$ cat config.mk
export PLATFORM = sky130hd
export DESIGN_NAME = serial_add_ctrl
export DESIGN_NICKNAME = d
export VERILOG_FILES = /design/src/rtl/serial_add_ctrl.sv
export SDC_FILE = /design/constraint.sdc
export NUM_CORES = 1
export LEC_CHECK = 0
export ABC_AREA = 1
export CAP_MARGIN = 20
export CORE_MARGIN = 3
export CORE_UTILIZATION = 45
export DETAILED_ROUTE_END_ITERATION = 10
export HOLD_SLACK_MARGIN = 0.05
export PLACE_DENSITY_LB_ADDON = 0.3
export SLEW_MARGIN = 20
export SYNTH_ARGS = -nofsm -noshare
export SYNTH_HDL_FRONTEND = slang
export SYNTH_SLANG_ARGS = --single-unit
$ cat constraint.sdc
create_clock -name clk -period 1.7 [get_ports clk]
set_clock_uncertainty 0.2 [all_clocks]
set_input_delay 0.17 -clock clk [delete_from_list [all_inputs] [get_ports clk]]
set_output_delay 0.17 -clock clk [all_outputs]
set_load 0.01 [all_outputs]
$ cat src/rtl/serial_add_ctrl.sv
// serial_add_ctrl: bit-serial add sequencer.
// Takes an operand pair over a valid/ready handshake. It runs one 1-bit
// full-add slice per cycle, LSB first, for WIDTH cycles. It then presents
// the WIDTH-bit sum and the carry-out over a second valid/ready handshake.
//
// Ports:
//   clk        rising-edge clock
//   reset      synchronous, active-high reset
//   in_valid   operand pair present
//   in_ready   block can accept operands (IDLE)
//   a, b       WIDTH-bit operands
//   cin        carry-in
//   out_valid  result available (DONE)
//   out_ready  consumer takes result
//   sum        a + b + cin modulo 2^WIDTH
//   cout       carry out of bit WIDTH-1
//   busy       high in RUN or DONE
//   ovfl       signed overflow flag (only with SERIAL_ADD_OVFL_EN defined)
//
// Optional feature macro: SERIAL_ADD_OVFL_EN
module serial_add_ctrl #(
    parameter int unsigned WIDTH = 16
) (
    input  logic             clk,
    input  logic             reset,
    input  logic             in_valid,
    output logic             in_ready,
    input  logic [WIDTH-1:0] a,
    input  logic [WIDTH-1:0] b,
    input  logic             cin,
    output logic             out_valid,
    input  logic             out_ready,
    output logic [WIDTH-1:0] sum,
    output logic             cout,
    output logic             busy
`ifdef SERIAL_ADD_OVFL_EN
    ,
    output logic             ovfl
`endif
);

    localparam int unsigned CW = (WIDTH > 1) ? $clog2(WIDTH) : 1;

    localparam logic [1:0] IDLE = 2'd0;
    localparam logic [1:0] RUN  = 2'd1;
    localparam logic [1:0] DONE = 2'd2;

    logic [1:0]       state_q, state_n;
    logic [CW-1:0]    cnt_q, cnt_n;
    logic             carry_q, carry_n;
    logic [WIDTH-1:0] a_q, a_n, b_q, b_n;
    logic [WIDTH-1:0] sum_n;
    logic             cout_n, in_ready_n, out_valid_n, busy_n;
    logic             hs1, hc1, hc2, s_bit, c_bit;
`ifdef SERIAL_ADD_OVFL_EN
    logic             ovfl_n;
`endif

    // One full-add slice built from two half adders and an OR.
    always_comb begin : slice
        hs1   = a_q[0] ^ b_q[0];
        hc1   = a_q[0] & b_q[0];
        s_bit = hs1 ^ carry_q;
        hc2   = hs1 & carry_q;
        c_bit = hc1 | hc2;
    end

    // Next-state and next-output logic.
    always_comb begin : next_logic
        state_n     = state_q;
        cnt_n       = cnt_q;
        carry_n     = carry_q;
        a_n         = a_q;
        b_n         = b_q;
        sum_n       = sum;
        cout_n      = cout;
        in_ready_n  = in_ready;
        out_valid_n = out_valid;
        busy_n      = busy;
`ifdef SERIAL_ADD_OVFL_EN
        ovfl_n      = ovfl;
`endif
        case (state_q)
            IDLE: begin
                if (in_valid && in_ready) begin
                    a_n        = a;
                    b_n        = b;
                    carry_n    = cin;
                    cnt_n      = '0;
                    state_n    = RUN;
                    in_ready_n = 1'b0;
                    busy_n     = 1'b1;
                end
            end
            RUN: begin
                a_n     = a_q >> 1;
                b_n     = b_q >> 1;
                sum_n   = {s_bit, sum[WIDTH-1:1]};
                carry_n = c_bit;
                // Exit is tested before increment, so the counter never wraps.
                if (cnt_q == CW'(WIDTH - 1)) begin
                    state_n     = DONE;
                    cout_n      = c_bit;
                    out_valid_n = 1'b1;
`ifdef SERIAL_ADD_OVFL_EN
                    // carry_q is the carry into the MSB on this last slice.
                    ovfl_n      = carry_q ^ c_bit;
`endif
                end else begin
                    cnt_n = cnt_q + CW'(1);
                end
            end
            DONE: begin
                if (out_valid && out_ready) begin
                    state_n     = IDLE;
                    out_valid_n = 1'b0;
                    busy_n      = 1'b0;
                    in_ready_n  = 1'b1;
                end
            end
            default: begin
                state_n     = IDLE;
                out_valid_n = 1'b0;
                busy_n      = 1'b0;
                in_ready_n  = 1'b1;
            end
        endcase
    end

    // State and datapath registers.
    always_ff @(posedge clk) begin : regs
        if (reset) begin
            state_q   <= IDLE;
            cnt_q     <= '0;
            carry_q   <= 1'b0;
            a_q       <= '0;
            b_q       <= '0;
            sum       <= '0;
            cout      <= 1'b0;
            in_ready  <= 1'b1;
            out_valid <= 1'b0;
            busy      <= 1'b0;
`ifdef SERIAL_ADD_OVFL_EN
            ovfl      <= 1'b0;
`endif
        end else begin
            state_q   <= state_n;
            cnt_q     <= cnt_n;
            carry_q   <= carry_n;
            a_q       <= a_n;
            b_q       <= b_n;
            sum       <= sum_n;
            cout      <= cout_n;
            in_ready  <= in_ready_n;
            out_valid <= out_valid_n;
            busy      <= busy_n;
`ifdef SERIAL_ADD_OVFL_EN
            ovfl      <= ovfl_n;
`endif
        end
    end

endmodule

==> summary.md <==
| Metric | Value |
|---|---|
| P_leak | `1.49 nW` |
| CORE AREA | `between 0.005 and 0.006 sq mm` |
| Starting DRT DRC Count | `roughly 100` |
| Commonest cells post-synth | `nand2_1 (175), dfxtp_1 (59), nor2_1 (37), a21oi_2 (22), a21oi_1 (17)` |
| Tmin final | `between 1.5 and 2 ns` |
| Hold path depth | `3` |
| Hold crit path type | `in -> reg` |
| Synth Area per Inst | `~7.1 sq um` |
| Die height | `83.4 um` |
| Dpl cell area | `0.00329 sq mm` |
| CTS tree | `done` |
| Share of layout cells above drive strength 1 | `0.132` |
| Drt pass-1 iters | `4` |
| Final number of setup-violating endpoints | `0` |
| CP required | `between 1 and 1.5 ns` |
| First-pass GRT wire length | `10000 um` |
| EDFF count, synth | `0` |
| Number of global-route vias before repair | `around 2200` |
| Worst slew pin tran | `0.549 ns` |
| Post-CTS Setup Inserts | `0` |
| Worst Setup Slack, final | `just over 0.07 ns` |
| Cell Area, Synth | `about 0.0027 sq mm` |
| Total Routed Length | `roughly 5700 um` |
| Initial Util | `0.478` |
| Post-layout util | `0.623` |
| CP endpoint kind | `output port` |
| # IOs | `between 50 and 60` |
| Largest stage delay, worst path | `0.55 ns` |
| Dpl ws | `0.0917 ns` |
| Post-synth top area share | `0.438` |
| Unrepaired setup endpoints after global routing | `no` |
| Clock H-tree levels | `3` |
| Mapped Cells | `roughly 380` |
| Clk sinks | `59` |
| I/O Buffers | `between 50 and 60` |
| Slowest CP cell | `clkdlybuf4s50_1` |
| Sequential cell area | `0.00118 sq mm` |
| Rel. slew slack | `0.634` |
| Crit path arrival time | `between 1 and 1.5 ns` |
| Top post-synthesis cells by area | `dfxtp_1 (44%), nand2_1 (24%), a21oi_2 (7.1%), nor2_1 (5.2%), a21oi_1 (3.2%)` |
| Worst setup SP type | `flip-flop` |
| Crit-path max FO | `3` |
| Post-CTS Resized | `0` |
| Antenna diodes | `0` |
| Area Growth Syn to Fin | `30.4%` |
| Setup TNS | `0 ns` |
| Power per cell area | `roughly 1100 mW/mm^2` |
| Final period utilization | `0.957` |
| Power, Total | `roughly 3.8 mW` |
| Fillers | `521` |
| Routed length per instance | `between 10 and 15 um` |
| FFs w/ async S/R, synth | `0` |
| CP cell instances | `clkdlybuf4s50_1` |
| Delay-heaviest family, CP | `buffers and inverters` |
| Clk root buf | `clkbuf_8` |
| Worst path bufs/invs | `1` |
| NumNets Final | `472` |
| Initial antenna violation count | `0` |
| DRC Markers | `0` |
| Die Wd | `about 83 um` |
| Critical path depth | `1` |
| Multi-input gate area | `0.00129 sq mm` |
| Worst ir drop on vdd | `588 uV` |
| Gr usage total | `0.175` |
| Most frequent cell after synthesis | `nand2_1` |
| Row count | `27` |
| Finished Cell Area | `about 0.0035 sq mm` |
| Hold Vio Cnt, Final | `0` |
| Avg Vias per Cell | `~4.8` |
| #FFs+latches synth | `59` |
| CTS Buf Count | `9` |
| Largest net degree at the start of global routing | `40` |
| Routability cong. | `around 0.77` |
| Run status | `finished clean` |
| Clk slew on worst S/H paths | `~0.070 ns` |
| Synth cell types | `24` |
| Total die area | `a little under 0.007 sq mm` |
| Clock buffer depth | `2` |
| Via count | `approximately 2400` |
| Seq/Total Area, Yosys | `0.438` |
| Clk Latency, worst-skew pair | `around 0.34 ns` |
| Antenna viol nets, final | `0` |
| Yosys top cell by area | `dfxtp_1` |
| CP Class | `reg -> out` |
| Syn Nets | `about 420` |
| Maximum clock frequency | `approximately 0.6 GHz` |
| Grt total ovfl | `0` |
| CTS Hold Bufs | `0` |
| Final HPWL DP | `slightly below 4000 um` |
| Reg2Reg Depth | `6` |
| Yosys warnings | `0` |
| Total of max-cap violations | `0` |
| Final Slew Violations | `0` |
| Synth Flop Type | `dfxtp_1` |
## registers in the layout (all words and copies together), names as in the netlist
name and cells:
out_valid 1, busy 1, carry_q 1, sum 16, cout 1, b_q 16, a_q 16, cnt_q 4
state_q 2, in_ready 1
## kinds of logic (layout without fill, tap and decap cells)
group,Yosys count,after routing,share of synthesized area
and+or+nand+nor,228,228,0.334
DFF,59,59,0.438
AOI/OAI and AO/OA,56,56,0.135
buffers and inverters,34,93,0.0812
adders and majority gates,2,2,0.0121
## metal layers
| metal | part of all wire | wire length, um | GRT usage | vias to the layer above |
|---|---|---|---|---|
| met5 | 0 | 0 | 0 | - |
| met2 | 0.45 | 2590 | 0.281 | 46 |
| met3 | 0.056 | 320 | 0.0635 | 9 |
| li1 | - | - | - | 1293 |
| met4 | 0.013 | 74 | 0.0579 | 0 |
| met1 | 0.48 | 2730 | 0.216 | 1100 |
## final timing paths
kind                          from                     to  slack [ns]
min reg2reg   b_q[12]$_SDFFE_PP0P_   b_q[12]$_SDFFE_PP0P_        0.26
max reg2reg  cnt_q[0]$_SDFFE_PP0P_  cnt_q[0]$_SDFFE_PP0P_        0.20
max           sum[10]$_SDFFE_PP0P_                sum[10]        0.07
min                          reset  in_ready$_SDFFE_PP1P_        0.13
## power breakdown
group | internal (mW) | switching (mW) | total, mW | leakage [nW]
Combinational | 0.361 | 0.400 | 0.761 | 0.883
Sequential | 1.51 | 0.0807 | 1.59 | 0.484
Clock | 0.897 | 0.551 | 1.45 | 0.119
## metrics by stage
step                hold WS, ns  std cells
floorplan                 0.117        379
global placement          0.252        494
detailed placement        0.255        494
CTS                       0.120        510
global route              0.177        510
finish                    0.126        510
## layout by cell type, fill, tap and decap left out
cell,instances
a21oi_1,17
nor2_2,1
clkinv_2,3
nand2_1,175
buf_4,5
buf_2,1
or2_2,1
o21ai_0,16
nand3_1,9
inv_1,8
a21oi_2,22
o21ai_1,1
bufinv_16,2
inv_2,3
nand2_2,1
clkdlybuf4s50_1,55
nor2_1,37
dfxtp_1,59
fa_1,1
ha_1,1
clkbuf_8,11
nor2_4,1
nand2_4,2
nand4_1,1
inv_4,1
buf_12,4
## layout make-up
class / count / area share
multi-input combinational: 286 / 0.369
sequential: 59 / 0.336
timing repair buffer: 65 / 0.192
clock buffer: 11 / 0.0431
tap: 72 / 0.0256
clock inverter: 5 / 0.0214
inverter: 12 / 0.0135
Note: power is estimated with default switching activity, not from simulation.
